**config.mk**
```make
export PLATFORM = sky130hd
export DESIGN_NAME = nsb_keycode_fifo
export DESIGN_NICKNAME = d
export VERILOG_FILES = /design/src/rtl/nsb_keycode_fifo.sv
export SDC_FILE = /design/constraint.sdc
export NUM_CORES = 1
export LEC_CHECK = 0
export CAP_MARGIN = 5
export CORE_MARGIN = 3
export CORE_UTILIZATION = 55
export DETAILED_ROUTE_END_ITERATION = 6
export HOLD_SLACK_MARGIN = 0.03
export PLACE_DENSITY_LB_ADDON = 0.25
export SLEW_MARGIN = 25
export SYNTH_ARGS = -nofsm -noshare
export SYNTH_HDL_FRONTEND = slang
export SYNTH_SLANG_ARGS = --single-unit
```
**constraint.sdc**
```tcl
create_clock -name clk27 -period 8 [get_ports clk27]
set_input_delay 2 -clock clk27 [delete_from_list [all_inputs] [get_ports clk27]]
set_output_delay 2 -clock clk27 [all_outputs]
set_load 0.03 [all_outputs]
```
**src/rtl/nsb_keycode_fifo.sv**
```systemverilog
// Keycode FIFO between the NextSoundBox keyboard interface and the sys PIO; optional KEYCODE_DUP_FILTER_EN drops repeated keycodes.
// Latency: a push/pop at cycle N shows in head_out/count/empty from cycle N+1; overflow is sticky.
// Backpressure: none upstream; a push into a full FIFO is dropped and flagged, a pop of an empty FIFO is ignored.
module nsb_keycode_fifo #(
    parameter int DW         = 16,
    parameter int DEPTH_LOG2 = 3
) (
    input  logic                  clk27,
    input  logic                  po_reset_n,
    input  logic [DW-1:0]         keycode_in,
    input  logic                  keycode_vld,
    input  logic                  pop_tgl,
    input  logic                  ovf_clr,
    output logic [DW-1:0]         head_out,
    output logic [DEPTH_LOG2:0]   count,
    output logic                  empty,
    output logic                  overflow
);

    localparam int                DEPTH    = 1 << DEPTH_LOG2;
    localparam logic [DEPTH_LOG2:0] FULL_CNT = DEPTH[DEPTH_LOG2:0];

    // Register-based storage, small enough that a RAM macro would not pay off.
    logic [DW-1:0]           mem [DEPTH];
    logic [DEPTH_LOG2-1:0]   rd_ptr;
    logic [DEPTH_LOG2-1:0]   wr_ptr;
    logic                    kv_prev;
    logic                    pop_tgl_prev;

    logic                    push_evt;
    logic                    pop_evt;
    logic                    full;
    logic                    do_push;
    logic                    do_pop;
    logic                    ovf_set;
    logic                    dup_hit;
    logic [DEPTH_LOG2-1:0]   rd_next;
    logic [DEPTH_LOG2:0]     cnt_next;
    logic [DW-1:0]           head_next;

`ifdef KEYCODE_DUP_FILTER_EN
    logic [DW-1:0]           last_accepted;

    // A repeat of the last stored keycode is swallowed; zero is always let through.
    assign dup_hit = (keycode_in == last_accepted) && (keycode_in != '0);

    // Remember the most recent keycode that actually entered the FIFO.
    always_ff @(posedge clk27 or negedge po_reset_n) begin
        if (!po_reset_n) begin
            last_accepted <= '0;
        end else if (do_push) begin
            last_accepted <= keycode_in;
        end
    end
`else
    assign dup_hit = 1'b0;
`endif

    // Event detection, full/empty arbitration and next-state computation.
    always_comb begin
        push_evt = keycode_vld & ~kv_prev & ~dup_hit;
        pop_evt  = pop_tgl ^ pop_tgl_prev;
        full     = (count == FULL_CNT);
        do_pop   = pop_evt & (count != '0);
        // A pop in the same cycle frees the slot, so a full FIFO still accepts the push.
        do_push  = push_evt & (~full | do_pop);
        ovf_set  = push_evt & full & ~do_pop;

        rd_next  = do_pop ? rd_ptr + 1'b1 : rd_ptr;

        cnt_next = count;
        case ({do_push, do_pop})
            2'b10:   cnt_next = count + 1'b1;
            2'b01:   cnt_next = count - 1'b1;
            default: cnt_next = count;
        endcase

        // The new head may be the entry being written this very cycle, so bypass it.
        head_next = mem[rd_next];
        if (cnt_next == '0) begin
            head_next = '0;
        end else if (do_push && (rd_next == wr_ptr)) begin
            head_next = keycode_in;
        end
    end

    // Storage write; contents need no reset because count gates visibility.
    always_ff @(posedge clk27) begin
        if (do_push) begin
            mem[wr_ptr] <= keycode_in;
        end
    end

    // Pointers, counter, edge-detect history and registered status outputs.
    always_ff @(posedge clk27 or negedge po_reset_n) begin
        if (!po_reset_n) begin
            rd_ptr       <= '0;
            wr_ptr       <= '0;
            kv_prev      <= 1'b0;
            pop_tgl_prev <= 1'b0;
            count        <= '0;
            empty        <= 1'b1;
            head_out     <= '0;
            overflow     <= 1'b0;
        end else begin
            kv_prev      <= keycode_vld;
            pop_tgl_prev <= pop_tgl;
            if (do_push) begin
                wr_ptr <= wr_ptr + 1'b1;
            end
            rd_ptr   <= rd_next;
            count    <= cnt_next;
            empty    <= (cnt_next == '0);
            head_out <= head_next;
            // Set has priority over clear so a drop is never lost.
            if (ovf_set) begin
                overflow <= 1'b1;
            end else if (ovf_clr) begin
                overflow <= 1'b0;
            end
        end
    end

endmodule

```
==> reports/results.txt <==
The area of the mapped netlist is 6860 um2. Setup slack on the worst reg-to-reg path comes out at 4.66 ns. The logs give 42.1% for the relative slew slack and 43 for the number of I/O pins.

The tightest min-delay check is of the register to register type. The critical path endpoint category is a register. Clock-pin slew was measured on the worst setup and hold paths at 0.06 ns. In this run the worst path has a maximum fanout of 18. The floorplan die width came out at 118 um. The deepest level of the CTS H-tree is 4, and the number of iterations in the first detailed-routing pass is 5. Synthesis instantiated 59 different standard cells from the library. The tools report the number of buffers between clock root and the deepest sink as 2.

The tools report the terminating pin of the worst hold path as overflow. The logs give 7760 um for the wire length on met2 and 0 for the number of post-CTS setup repair buffers. Between clock sinks in the finished design, the worst skew comes to 0.00602 ns. The tools report the number of antenna cells inserted as 0. After the first detailed-routing iteration, the DRC count stood at 360. The flow ran to the end, and the final reports show no timing, DRC or antenna violations. Of all flip-flops after synthesis, the portion carrying an async set or reset was 19.0%. The overall global routing resource usage is 22.4%.

The later pin in the worst-skew pair is clocked with a latency of 0.42 ns. Counting instances, the worst hold path has a depth of 2. The post-route minimum period was 4.75 ns; the number of vias per cell was 6.50. Across all layers, the routed design uses 4369 vias.

Counting stages on the worst path, the most repeated cell is sky130_fd_sc_hd__xor2_2. The static leakage came out at 2.75 nW. Main combinational cell family by area after synthesis: compound AO/OA/AOI/OAI gates.

The most instantiated flip-flop cell in the synthesis netlist is sky130_fd_sc_hd__edfxtp_1. The achievable frequency is 211 MHz. The net count after synthesis was 478; the count of filler cells inserted in the layout was 868.

TritonCTS built the clock tree. Setup total negative slack on the finished layout was measured at 0 ns. The run gives 515 as the final-stage net count. Post-CTS resize count: 0.

For the sum of met3 wire segment lengths after detailed routing, the log shows 753 um. The initial antenna violation count was 0; the power density normalized to cell area was 418 nW/um2. Sequential cells were found to cover 67.0% of the synthesized design area. The overall die area was 13800 um2; the number of buffers inserted during clock tree synthesis was 17.

In the final routed layout, each cell accounts on average for 22.3 um. The storage element area was 4600 um2. The first global-routing pass estimated 23800 um of wire. The transition time of the tightest slew-check pin came out at 0.868 ns.

Signal routing reaches up to met4. For the number of buffers added to fix hold violations after cts, the log shows 0. The kind of cell with the highest combined delay along the critical path is XOR/XNOR gates. In this run the core area contains 40 standard-cell rows.

Setup violations remaining at the end of the flow were counted as 0. The tools report the initial core utilization as 56.6%. The worst setup path is launched from an input pin. Across the VDD grid, the largest voltage drop is 0.200 mV. Counting both buffers and inverters, the worst setup path holds a total of 2. Summing the areas of all xor and xnor instances in the mapped netlist gives 2.15% of the synthesized area. The most critical setup path has its startpoint at pop_tgl. After layout, the worst path uses 59.3% of the clock period. The die outline height is 118 um. The startpoint identified for the worst hold timing path is overflow. The count of final hold-check violations was 0. Data on the critical path arrives at its endpoint at 5.01 ns. The tool flagged a number of max-cap violations equal to 0. Of the cells placed in the final design, the portion with a size suffix greater than 1 is 14.9%.

Leaving out filler cells and counting taps, the final layout contains 672. The detailed router put a total of 6220 um of wire on met1. Flip-flop and latch count after synthesis: 158.

The post-synthesis average cell area is 15.1 um2, and the final-report max-slew violation count is 0. Yosys mapped a number of flops with a built-in enable equal to 128. The detail route stage leaves a number of antenna-violating nets equal to 0. The synthesized-area fraction occupied by adder cells was 0.548%; the number of global-route vias before repair was 4428. The total of buffers placed on input and output ports is 42, and the required time at the endpoint of the critical path is 8.27 ns. The delay contributed by the slowest stage of the critical path is 0.72 ns. Clock tree root driver cell: sky130_fd_sc_hd__clkbuf_16. Summing the areas of all compound-gate instances in the mapped netlist gives 20.2% of the synthesized area.

The share of synthesized area spent on multiplexers came out at 1.72%. Setup repair after global routing left no endpoint under its margin. In the synthesized netlist, the number of instances is 454.

For this block, the routed nets add up to 15000 um of wire. The cell type of the slowest stage on the worst timing path is sky130_fd_sc_hd__xor2_2. For the area of combinational cells with multiple inputs, the log shows 2070 um2. In this run the critical register-to-register path is launched from count[3]. In this run the cell area measured after placement is 7400 um2. The synthesis-to-layout area growth came out at 17.0%. Global routing finished with a remaining overflow of 0. Entering global routing, the biggest net connects 72 pins.

For the worst flop-to-flop path, the logic depth is 7. At the end of routability-driven placement, the weighted congestion stood at 0.734. The HPWL after detailed placement is 8800 um.

In this run the critical register-to-register path is captured at head_out[2]. In this run the standard cell core region covers 12100 um2. Traced cell by cell, the critical path runs through clkdlybuf4s50_1, xor2_2, nand3_2, xor2_2, inv_2, a221oi_1, a221o_1, a21oi_1. The tools report the post-placement cell count as 640. By startpoint and endpoint, the worst setup path is classified as input pin to register. Yosys printed 0 warnings. Overall power consumption after layout is estimated at 3.35 mW. After Yosys synthesis, and, or, nand and nor cells account for 5.06% of the synthesized area. In the routed design, unresolved DRC markers number 0.

The logs give 158 for the number of clock sinks seen by CTS and 8020 um2 for the final cell area excluding filler cells.
[worst max path at each step]
stage / endpoint / slack (ns) / depth (start not counted)
2_1_floorplan: mem[0][0] / 3.80 / 4
3_3_place_gp: head_out[0] / 2.67 / 8
3_5_place_dp: head_out[11] / 2.82 / 8
4_1_cts: head_out[11] / 3.26 / 8
5_1_grt: head_out[0] / 2.93 / 8
6_report: head_out[2] / 3.25 / 8
[layout by cell type, fill, tap and decap left out, types with 2 or more instances in the layout]
cell / synthesis / routed
sky130_fd_sc_hd__dfrtp_1: 29 / 28
sky130_fd_sc_hd__nand4_1: 5 / 5
sky130_fd_sc_hd__edfxtp_1: 128 / 128
sky130_fd_sc_hd__xor2_2: 2 / 2
sky130_fd_sc_hd__mux4_2: 2 / 2
sky130_fd_sc_hd__clkbuf_1: 14 / 4
sky130_fd_sc_hd__a221oi_1: 59 / 59
sky130_fd_sc_hd__nor3_4: 0 / 2
sky130_fd_sc_hd__a21oi_2: 10 / 10
sky130_fd_sc_hd__nor2b_1: 3 / 3
sky130_fd_sc_hd__a22oi_1: 29 / 29
sky130_fd_sc_hd__nand3_1: 2 / 2
sky130_fd_sc_hd__mux2i_1: 5 / 4
sky130_fd_sc_hd__bufinv_16: 0 / 4
sky130_fd_sc_hd__nand2b_1: 4 / 4
sky130_fd_sc_hd__clkdlybuf4s50_1: 0 / 41
sky130_fd_sc_hd__inv_6: 0 / 2
sky130_fd_sc_hd__ha_1: 3 / 3
sky130_fd_sc_hd__clkinv_2: 0 / 3
sky130_fd_sc_hd__xnor2_1: 4 / 4
sky130_fd_sc_hd__nand2_1: 27 / 27
sky130_fd_sc_hd__a221o_1: 14 / 14
sky130_fd_sc_hd__inv_1: 2 / 2
sky130_fd_sc_hd__a21o_1: 29 / 29
sky130_fd_sc_hd__xor2_1: 2 / 2
sky130_fd_sc_hd__a21oi_1: 9 / 9
sky130_fd_sc_hd__clkbuf_16: 0 / 17
sky130_fd_sc_hd__buf_4: 2 / 13
sky130_fd_sc_hd__nor3_2: 1 / 2
sky130_fd_sc_hd__nor2_1: 12 / 12
sky130_fd_sc_hd__mux2_2: 2 / 2
[registers in the layout, indices dropped and copies added (netlist names), 3 cells and up]
register	cells
head_out	16
count	4
rd_ptr	3
mem	128
wr_ptr	3
[tightest hold or removal path, stage by stage (launching register included)]
cell	delay, ns
sky130_fd_sc_hd__dfrtp_1	0.39
sky130_fd_sc_hd__inv_1	0.05
sky130_fd_sc_hd__o21ai_0	0.06
[cell usage after synthesis, types with 2 or more instances]
cell type,instances,area (um2)
sky130_fd_sc_hd__inv_1,2,7.51
sky130_fd_sc_hd__xor2_2,2,32.5
sky130_fd_sc_hd__buf_1,3,11.3
sky130_fd_sc_hd__a21oi_1,9,45.0
sky130_fd_sc_hd__nand2_1,27,101
sky130_fd_sc_hd__clkbuf_1,14,52.6
sky130_fd_sc_hd__mux4_2,2,45.0
sky130_fd_sc_hd__xor2_1,2,17.5
sky130_fd_sc_hd__mux2i_1,5,50.1
sky130_fd_sc_hd__buf_4,2,15.0
sky130_fd_sc_hd__buf_6,6,67.6
sky130_fd_sc_hd__ha_1,3,37.5
sky130_fd_sc_hd__nor2_1,12,45.0
sky130_fd_sc_hd__a221o_1,14,140
sky130_fd_sc_hd__nor3_1,4,20.0
sky130_fd_sc_hd__nor2b_1,3,18.8
sky130_fd_sc_hd__mux2_2,2,22.5
sky130_fd_sc_hd__nand2b_1,4,25.0
sky130_fd_sc_hd__edfxtp_1,128,3840
sky130_fd_sc_hd__xnor2_1,4,35.0
sky130_fd_sc_hd__dfrtp_1,29,726
sky130_fd_sc_hd__a21o_1,29,218
sky130_fd_sc_hd__a221oi_1,59,517
sky130_fd_sc_hd__buf_2,12,60.1
sky130_fd_sc_hd__nand4_1,5,31.3
sky130_fd_sc_hd__a22oi_1,29,218
sky130_fd_sc_hd__nand3_1,2,10.0
sky130_fd_sc_hd__a21oi_2,10,87.6
[metrics by stage]
stage	setup slack, ns	utilization [%]	hold slack (ns)
finish	3.25	66.2	0.543
global route	2.93	66.2	0.581
CTS	3.26	66.1	0.549
detailed placement	2.82	61.1	0.539
global placement	2.67	61.0	0.508
floorplan	3.80	-	0.521
[kinds of logic after synthesis]
group / count (synthesis)
buf+inv: 41
fa+ha+maj: 3
simple gates: 66
compound gates: 166
flops: 158
mux: 9
xor+xnor: 11
[layer usage]
metal	up-vias	GRT usage, %
li1	1953	-
met1	2252	28.7
met5	-	0
met4	0	9.38
met2	137	37.2
met3	27	5.05
[layout make-up]
cell class | count | share of cell area (%)
Multi-Input combinational cell | 255 | 25.8
Timing Repair Buffer | 56 | 6.58
Clock inverter | 11 | 2.04
Sequential cell | 158 | 57.3
Tap cell | 168 | 2.62
Inverter | 3 | 0.140
Clock buffer | 21 | 5.49
[power by group]
part           total, mW  leakage (nW)  switching, mW  internal (mW)
clock network      0.827         0.293          0.305          0.521
logic               1.41         0.947          0.802          0.609
registers           1.12          1.51         0.0943           1.02
Note: power is estimated with default switching activity, not from simulation.
